File: src/rtl/ibex_dummy_instr_monitor_if.sv
// Handoff-observation bundle for the dummy instruction monitor.
// master: the IF/ID/CSR side that produces the observed signals and consumes the alert/count.
// slave : the monitor itself.
// Signals: dummy_instr_en_i, dummy_instr_mask_i, fetch_valid_i, insert_dummy_instr_i,
//          dummy_instr_data_i, id_in_ready_i, alert_clr_i (to monitor);
//          alert_o, alert_cause_o, dummy_cnt_o (from monitor).
interface ibex_dummy_instr_monitor_if #(
   parameter int unsigned CntW = 32
);
   logic            dummy_instr_en_i;
   logic [2:0]      dummy_instr_mask_i;
   logic            fetch_valid_i;
   logic            insert_dummy_instr_i;
   logic [31:0]     dummy_instr_data_i;
   logic            id_in_ready_i;
   logic            alert_clr_i;
   logic            alert_o;
   logic [1:0]      alert_cause_o;
   logic [CntW-1:0] dummy_cnt_o;

   modport master (
      output dummy_instr_en_i, dummy_instr_mask_i, fetch_valid_i, insert_dummy_instr_i,
             dummy_instr_data_i, id_in_ready_i, alert_clr_i,
      input  alert_o, alert_cause_o, dummy_cnt_o
   );

   modport slave (
      input  dummy_instr_en_i, dummy_instr_mask_i, fetch_valid_i, insert_dummy_instr_i,
             dummy_instr_data_i, id_in_ready_i, alert_clr_i,
      output alert_o, alert_cause_o, dummy_cnt_o
   );
endinterface

File: src/rtl/ibex_dummy_instr_monitor.sv
// Monitor for dummy instructions injected at the IF->ID handoff.
// Checks dummy encodings, checks that dummies appear within the programmed gap
// (plus GapSlack), counts accepted dummies (saturating) and raises a sticky alert.
// Ports: clk_i, rst_i (synchronous, active-high), mon (slave modport of
//        ibex_dummy_instr_monitor_if carrying the handoff, CSR and alert signals).
// Optional feature: define IBEX_DUMMY_MON_DECODE_CHECK_EN to compile in the
// encoding check (cause bit1); otherwise cause bit1 is tied to 0.
module ibex_dummy_instr_monitor #(
   parameter int unsigned GapSlack = 2,
   parameter int unsigned CntW     = 32
) (
   input logic                        clk_i,
   input logic                        rst_i,
   ibex_dummy_instr_monitor_if.slave  mon
);

   localparam int unsigned GapW    = 6;
   localparam int unsigned GapIncW = GapW + 1;

   typedef enum logic [1:0] {
      StOff   = 2'd0,
      StSync  = 2'd1,
      StCheck = 2'd2
   } state_e;

   state_e            state_q;
   logic [GapW-1:0]   gap_q;
   logic [2:0]        mask_q;
   logic [CntW-1:0]   cnt_q;
   logic [1:0]        cause_q;
   logic              alert_q;

   logic              handoff_c;
   logic              dummy_hs_c;
   logic              real_hs_c;
   logic              mask_chg_c;
   logic [GapW-1:0]   gap_limit_c;
   logic [GapIncW-1:0] gap_inc_c;
   logic              gap_ovf_c;
   logic [1:0]        viol_c;
   logic [1:0]        cause_d_c;

   // Handoff classification; a dummy wins over a simultaneous real instruction
   assign handoff_c  = mon.id_in_ready_i & (mon.fetch_valid_i | mon.insert_dummy_instr_i);
   assign dummy_hs_c = handoff_c & mon.insert_dummy_instr_i;
   assign real_hs_c  = handoff_c & ~mon.insert_dummy_instr_i;
   assign mask_chg_c = mon.dummy_instr_mask_i != mask_q;

   // Gap limit and overrun detection (compare at one extra bit so the increment never wraps)
   assign gap_limit_c = GapW'({mon.dummy_instr_mask_i, 2'b11}) + GapW'(GapSlack);
   assign gap_inc_c   = {1'b0, gap_q} + GapIncW'(1);
   assign gap_ovf_c   = (state_q == StCheck) & real_hs_c & (gap_inc_c > {1'b0, gap_limit_c});

`ifdef IBEX_DUMMY_MON_DECODE_CHECK_EN
   logic [9:0] funct_c;
   logic       enc_legal_c;

   // Only harmless R-type ADD/AND/MUL/DIV writing x0 are legal dummies
   always_comb begin
      funct_c     = {mon.dummy_instr_data_i[31:25], mon.dummy_instr_data_i[14:12]};
      enc_legal_c = (mon.dummy_instr_data_i[6:0] == 7'b0110011) &&
                    (mon.dummy_instr_data_i[11:7] == 5'd0) &&
                    ((funct_c == 10'b0000000_000) || (funct_c == 10'b0000000_111) ||
                     (funct_c == 10'b0000001_000) || (funct_c == 10'b0000001_100));
   end

   assign viol_c[1] = dummy_hs_c & (~mon.dummy_instr_en_i | ~enc_legal_c);
`else
   logic unused_dummy_data;
   assign unused_dummy_data = ^mon.dummy_instr_data_i;
   assign viol_c[1]         = 1'b0;
`endif

   assign viol_c[0] = gap_ovf_c;

   // A clear in the same cycle as a new violation leaves only the new bits
   assign cause_d_c = mon.alert_clr_i ? viol_c : (cause_q | viol_c);

   // Monitor state, gap counter, dummy counter and sticky alert
   always_ff @(posedge clk_i) begin
      if (rst_i) begin
         state_q <= StOff;
         gap_q   <= '0;
         mask_q  <= '0;
         cnt_q   <= '0;
         cause_q <= '0;
         alert_q <= 1'b0;
      end else begin
         mask_q  <= mon.dummy_instr_mask_i;
         cause_q <= cause_d_c;
         alert_q <= |cause_d_c;

         if (dummy_hs_c && (cnt_q != {CntW{1'b1}})) begin
            cnt_q <= cnt_q + CntW'(1);
         end

         if (!mon.dummy_instr_en_i) begin
            state_q <= StOff;
            gap_q   <= '0;
         end else if ((state_q != StOff) && mask_chg_c) begin
            state_q <= StSync;
            gap_q   <= '0;
         end else begin
            unique case (state_q)
               StOff: begin
                  state_q <= StSync;
                  gap_q   <= '0;
               end
               StSync: begin
                  if (dummy_hs_c) begin
                     state_q <= StCheck;
                     gap_q   <= '0;
                  end
               end
               StCheck: begin
                  if (dummy_hs_c || gap_ovf_c) begin
                     gap_q <= '0;
                  end else if (real_hs_c) begin
                     gap_q <= gap_inc_c[GapW-1:0];
                  end
               end
               default: begin
                  state_q <= StOff;
                  gap_q   <= '0;
               end
            endcase
         end
      end
   end

   assign mon.alert_o       = alert_q;
   assign mon.alert_cause_o = cause_q;
   assign mon.dummy_cnt_o   = cnt_q;

endmodule

File: src/flat_wrapper.sv
// flat-port wrapper written by rule: the top's interface ports become plain ports
module ibex_dummy_instr_monitor_flat 
#(
   parameter int unsigned GapSlack = 2,
   parameter int unsigned CntW     = 32
)
  (clk_i, rst_i, mon_dummy_instr_en_i, mon_dummy_instr_mask_i, mon_fetch_valid_i, mon_insert_dummy_instr_i, mon_dummy_instr_data_i, mon_id_in_ready_i, mon_alert_clr_i, mon_alert_o, mon_alert_cause_o, mon_dummy_cnt_o);
  ibex_dummy_instr_monitor_if #(.CntW(CntW)) mon_i ();
  input logic clk_i;
  input logic rst_i;
  input wire logic [$bits(mon_i.dummy_instr_en_i)-1:0] mon_dummy_instr_en_i;
  input wire logic [$bits(mon_i.dummy_instr_mask_i)-1:0] mon_dummy_instr_mask_i;
  input wire logic [$bits(mon_i.fetch_valid_i)-1:0] mon_fetch_valid_i;
  input wire logic [$bits(mon_i.insert_dummy_instr_i)-1:0] mon_insert_dummy_instr_i;
  input wire logic [$bits(mon_i.dummy_instr_data_i)-1:0] mon_dummy_instr_data_i;
  input wire logic [$bits(mon_i.id_in_ready_i)-1:0] mon_id_in_ready_i;
  input wire logic [$bits(mon_i.alert_clr_i)-1:0] mon_alert_clr_i;
  output wire logic [$bits(mon_i.alert_o)-1:0] mon_alert_o;
  output wire logic [$bits(mon_i.alert_cause_o)-1:0] mon_alert_cause_o;
  output wire logic [$bits(mon_i.dummy_cnt_o)-1:0] mon_dummy_cnt_o;
  assign mon_i.dummy_instr_en_i = mon_dummy_instr_en_i;
  assign mon_i.dummy_instr_mask_i = mon_dummy_instr_mask_i;
  assign mon_i.fetch_valid_i = mon_fetch_valid_i;
  assign mon_i.insert_dummy_instr_i = mon_insert_dummy_instr_i;
  assign mon_i.dummy_instr_data_i = mon_dummy_instr_data_i;
  assign mon_i.id_in_ready_i = mon_id_in_ready_i;
  assign mon_i.alert_clr_i = mon_alert_clr_i;
  assign mon_alert_o = mon_i.alert_o;
  assign mon_alert_cause_o = mon_i.alert_cause_o;
  assign mon_dummy_cnt_o = mon_i.dummy_cnt_o;
  ibex_dummy_instr_monitor #(.GapSlack(GapSlack), .CntW(CntW)) u_core (.clk_i(clk_i), .rst_i(rst_i), .mon(mon_i));
endmodule
File: config.mk
export PLATFORM = sky130hd
export DESIGN_NAME = ibex_dummy_instr_monitor_flat
export DESIGN_NICKNAME = d
export VERILOG_FILES = /design/src/rtl/ibex_dummy_instr_monitor_if.sv /design/src/rtl/ibex_dummy_instr_monitor.sv /design/src/flat_wrapper.sv
export SDC_FILE = /design/constraint.sdc
export NUM_CORES = 1
export LEC_CHECK = 0
export CORE_MARGIN = 2
export CORE_UTILIZATION = 42
export DETAILED_ROUTE_END_ITERATION = 10
export MAX_ROUTING_LAYER = met4
export PLACE_DENSITY = 0.87
export SLEW_MARGIN = 30
export SYNTH_ARGS = -nofsm -noshare
export SYNTH_HDL_FRONTEND = slang
export SYNTH_SLANG_ARGS = --single-unit
File: constraint.sdc
create_clock -name clk_i -period 2 [get_ports clk_i]
set_input_delay 0.4 -clock clk_i [delete_from_list [all_inputs] [get_ports clk_i]]
set_output_delay 0.4 -clock clk_i [all_outputs]
set_load 0.005 [all_outputs]
### Word level (Yosys, flattened, before mapping)

Index checks and enable logic that the tools add are counted.
Widths: inputs -> output; s select.

* bits in registers: 46
* bits of input ports: 42
* logic and storage cells: 48

* add/subtract/negate cells: 3
* order comparisons: 1
* eq/ne operators: 8
* mux-type cells: 8
* bitwise operators: 10
* reduce and logical (&&, ||, !) cells: 11

Operators by type and width (number)
* $add 32x1->32 const B: 1
* $ne 32x32->1 const B: 1
* $mux 6: 3
* $pmux 6 s2: 1
* $add 6x1->7 const B: 1
* $gt 7x6->1: 1
* $add 5x2->6 const B: 1
* $pmux 2 s3: 1
* $reduce_and 2->1: 3
* $and 1x1->1: 5
* $mux 2: 2
* $reduce_or 2->1: 2
* $ne 3x1->1 const B: 1
* $ne 3x2->1 const B: 1
* $ne 3x3->1: 1
* $not 1->1: 3
* $reduce_or 3->1: 1
* $eq 2x1->1 const B: 1
* $eq 2x2->1 const B: 1
* $logic_and 1x1->1: 2
* $logic_not 2->1: 1
* $ne 2x1->1 const B: 1
* $ne 2x2->1 const B: 1
* $or 2x1->2: 1
* other kinds (4): 4

### Longest topological paths before layout

* word-level depth: 8
* depth in mapped cells: 9
* gate-level depth less buffers: 9

### Worst setup path after synthesis

No wires, ideal clock.

* path kind: reg-to-reg
* from: reg u_core.gap_q[0]
* to: reg u_core.alert_q, in the netlist u_core.mon.alert_o
* data arrival time: 2.030 ns
* slack: -0.101 ns
* stages on the path, launching flop included: 10
* buffers on the path: 0
* cell sequence: dfxtp_1 > ha_1 > and3_1 > xor2_1 > ha_1 > nand3_1 > nor2_1 > or3_1 > a21o_1 > a21oi_1

* cells in the longest elaborated chain, start to end: 6

RTL lines
* start, declared: RTL line ibex_dummy_instr_monitor.sv:27 `logic [GapW-1:0] gap_q;`
* start signal, assigned: RTL line ibex_dummy_instr_monitor.sv:119 `gap_q <= gap_inc_c[GapW-1:0];`
* $add 6x1->7 *: RTL line ibex_dummy_instr_monitor.sv:51 `assign gap_inc_c = {1'b0, gap_q} + GapIncW'(1);`
* $gt 7x6->1 *: RTL line ibex_dummy_instr_monitor.sv:52 `assign gap_ovf_c = (state_q == StCheck) & real_hs_c & (gap_inc_c > {1'b0, gap_limit_c});`
* $and 1x1->1 *: RTL line ibex_dummy_instr_monitor.sv:52
* $or 2x1->2: RTL line ibex_dummy_instr_monitor.sv:77 `assign cause_d_c = mon.alert_clr_i ? viol_c : (cause_q | viol_c);`
* $mux 2 *: RTL line ibex_dummy_instr_monitor.sv:77
* $reduce_or 2->1 *: RTL line ibex_dummy_instr_monitor.sv:91 `alert_q <= |cause_d_c;`
* end signal, assigned: RTL line ibex_dummy_instr_monitor.sv:91
* end, declared: RTL line ibex_dummy_instr_monitor.sv:31 `logic alert_q;`

Every way passes the cells marked *; elsewhere a longest branch is shown, timed or not.
A chain may end at the register's enable or synchronous reset.

### Final worst setup path

* from: reg u_core.gap_q[0]
* to: reg u_core.gap_q[0]

* cells in the longest elaborated chain, start to end: 6
* elaborated cells on any way between the ends: 9
* classes of those cells: add/sub: 1; order compare: 1; eq/ne: 1; mux: 3; bitwise: 1; reduce/logical: 2

RTL lines
* $add 6x1->7 *: RTL line ibex_dummy_instr_monitor.sv:51
* $gt 7x6->1: RTL line ibex_dummy_instr_monitor.sv:52
* $and 1x1->1: RTL line ibex_dummy_instr_monitor.sv:52
* $logic_or 1x1->1: RTL line ibex_dummy_instr_monitor.sv:116 `if (dummy_hs_c || gap_ovf_c) begin`
* $mux 6 or $ne 3x2->1 (tied branches)
* $pmux 6 s2 or $reduce_and 2->1 (tied branches)

Every way passes the cells marked *; elsewhere a longest branch is shown, timed or not. The select of a mux whose other input is x is not followed.

==> flow_summary_export.csv <==
group,metric,value,unit
floorplanning,start_util,43.8,%
synthesis,ys_ff_latch,46,
synthesis,synth_top_cell_by_area,"dfxtp_1",
drt,drc,0,
setup_path,worstPathCellList,"ha_4 -> and3_4 -> xor2_4 -> ha_4 -> a21o_1 -> a21oi_2 -> o21a_1 -> o211ai_1 -> a21oi_1",
synthesis,synth_fa_ha_area_share,4.10,%
cts,clock_path_buffers,2,
timing,fmax,477,MHz
synthesis,ys_top_cells_by_area,"dfxtp_1 38%, a21oi_1 5.7%, ha_1 4.1%, nand2_1 3.8%, nand3_1 3.7%",
cts,clk_latency,300,ps
drt,first_iter_violations,235,
floorplanning,dieArea,0.00644,mm²
synthesis,synthSimpleGateAreaFrac,30.1,%
floorplanning,fp-row-count,27,
timing,slew_headroom,69.2,%
finish,fillers,435,
global_route,grt_pass1_vias,2435,
setup_path,r2r_cells,9,
timing,hold_viol,0,
pwr,leakage,1.36,nW
synthesis,ys_seq_area_share,37.7,%
global_route,grt_max_degree,42,
floorplanning,core_area,0.00557,mm²
synthesis,synth_top_family_by_area,"simple AND/OR/NAND/NOR gates",
timing,rsz0062_at_grt,"yes",
pwr,power.density,465,mW/mm²
placement,post-dp-hpwl,4.89,mm
synthesis,synthesis.area_per_instance,8.39,µm²
drt,num_vias,2652,
cts,cts_max_level,2,
job,maxCapViolations,0,
cts,clockRootBuffer,"clkbuf_8",
timing,setup_viol,6,
synthesis,post_synth_instance_area,0.00244,mm²
setup_path,slowest_delay,370,ps
global_route,grt_pass1_wl,10.8,mm
finish,drive_above_1_share,27.4,%
global_route,grt.total_usage,21.8,%
min_path,hold_depth,2,
finish,nNetsFinal,440,
setup_path,path_depth,9,
min_path,hp-class,"flop to flop",
timing,slew_viol_final,0,
setup_path,cp_num_buf_inv,0,
synthesis,synthXorXnorAreaFrac,7.18,%
floorplanning,die_h,80.2,µm
drt,wl_per_cell,15.9,µm
setup_path,worst-path-max-fanout,4,
pwr,ir_drop,0.277,mV
floorplanning,io_pins,77,
outcome,violations,"negative setup slack",
cts,clk_pin_slew,90,ps
drt,routed_via_density,5.73,
synthesis,synth_edf_count,0,
cts,ctsHoldBuffers,0,
synthesis,ys_types,45,
finish,fin_cells,463,
setup_path,worstSetupEndpointType,"flop",
timing,fin_crit_sh,105,%
pwr,power,1.73,mW
drt,ant_nets,0,
synthesis,synthTopCellsByCount,"46 x dfxtp_1, 28 x a21oi_1, 25 x nand2_1, 23 x nor2_1, 18 x nand3_1",
setup_path,critPathMostFrequentCell,"ha_4",
synthesis,yosysMostFrequentCell,"dfxtp_1",
synthesis,yosys.area.top_type_share,37.7,%
outcome,status,"complete, but fails checks",
finish,diodes,0,
drt,wl,7.38,mm
synthesis,synthFlopType,"dfxtp_1",
synthesis,syn_inst,291,
setup_path,arrival,2320,ps
finish,design_area,0.00371,mm²
setup_path,critPathKind,"flop to flop",
drt,drtPass1Iterations,4,
synthesis,synth_compound_area_share,17.7,%
placement,placement.io_buffers,44,
synthesis,synth_nets,341,
cts,cts.sinks,46,
synthesis,synth-async-reset-ratio,0,%
timing,fin_ws,-96.3,ps
timing,skew,5.58,ps
cts,cts_tree,"yes",
placement,dp_cells,448,
synthesis,yosysWarnings,0,
global_route,antenna_found_initial,0,
cts,cts_made_buffers,5,
finish,synthToLayoutAreaGrowth,51.9,%
timing,min_period,2100,ps
synthesis,synth_mux_area_share,0.871,%
placement,post_dp_cell_area,0.00337,mm²
setup_path,crit_slowest_cell,"dfxtp_4",
global_route,gr-total-overflow,0,
setup_path,cp.required,2220,ps
timing,tightest_slew,460,ps
setup_path,critical_path.top_delay_family,"compound AO/OA/AOI/OAI gates",
placement,place.gp.congestion,0.860,
setup_path,critPathLaunchType,"flop",
floorplanning,die_x,80.2,µm
==> path summary, 6_finish.rpt <==
| kind | from | slack [ps] | end |
|---|---|---|---|
| worst min-delay path | u_core.mon.alert_cause_o[0] | 500 | u_core.mon.alert_cause_o[0] |
| worst min register to register | u_core.mon.alert_cause_o[0] | 500 | u_core.mon.alert_cause_o[0] |
| worst max register to register | u_core.gap_q[0] | -100 | u_core.gap_q[0] |
| worst max-delay path | u_core.gap_q[0] | -100 | u_core.gap_q[0] |
==> timing repair <==
| action | CTS | global route |
|---|---|---|
| pin swaps | 11 | 9 |
| endpoints found under the setup margin | 8 | 23 |
| gates resized for setup | 8 | 26 |
| buffers inserted | 2 | 5 |
==> flip-flops by register name (all words and copies together) (netlist names) <==
name	count
u_core.gap_q	6
u_core.mask_q	3
u_core.mon.alert_cause_o	2
u_core.mon.alert_o	1
u_core.mon.dummy_cnt_o	32
u_core.state_q	2
==> worst min-delay path: stages (launching register included) <==
cell      delay, ps
dfxtp_1         330
nand2b_1         70
a21oi_1          60
==> cell families after synthesis <==
family	count (synthesis)
AO/OA/AOI/OAI	69
XOR/XNOR	20
adder cells (fa/ha/maj)	8
buffers and inverters	14
flip-flops	46
multiplexers	2
AND/OR/NAND/NOR	132
==> stage by stage <==
step / hold slack (ps) / util (%) / setup WS (ps) / setup TNS [ps]
2_1_floorplan: 451 / - / 0.597 / 0
3_3_place_gp: 480 / 60.5 / -396 / -6910
3_5_place_dp: 489 / 60.5 / -464 / -8350
4_1_cts: 502 / 63.3 / -78.2 / -229
5_1_grt: 518 / 66.5 / -219 / -923
6_report: 497 / 66.5 / -96.3 / -288
==> cells in the final DEF, fill, tap and decap left out, types with 6 or more instances in the layout <==
cell / instances
buf_4: 56
clkdlybuf4s50_1: 42
dfxtp_1: 40
a21oi_1: 25
nand2_1: 23
nor2_1: 21
nand3_1: 15
o21ai_0: 10
or3_1: 10
nand4_1: 8
xnor2_1: 8
xor2_1: 8
nor2b_1: 7
clkbuf_8: 7
nor3_1: 6
==> layer usage <==
metal,part of all wire [%],track usage [%],vias to the layer above
met5,0,-,-
met4,2.2,8.98,0
met3,5.5,2.58,18
met2,51,36.2,103
met1,42,26.8,1263
li1,-,-,1268
==> area by class of cell <==
cell class                      instances  area (µm²)  area share [%]
Clock buffer                            7        96.3            2.60
Clock inverter                          1        8.76           0.236
Inverter                                4        15.0           0.405
Multi-Input combinational cell        231        1680            45.2
Sequential cell                        46         933            25.2
Tap cell                               72        90.1            2.43
Timing Repair Buffer                  102         890            24.0
==> where the power goes <==
group          internal (mW)  total [mW]  switching, mW
sequential             0.919       0.925        0.00542
clock                  0.317       0.646          0.329
combinational         0.0758       0.156         0.0798
total                   1.31        1.73          0.414
(Power assumes the default switching activity.)
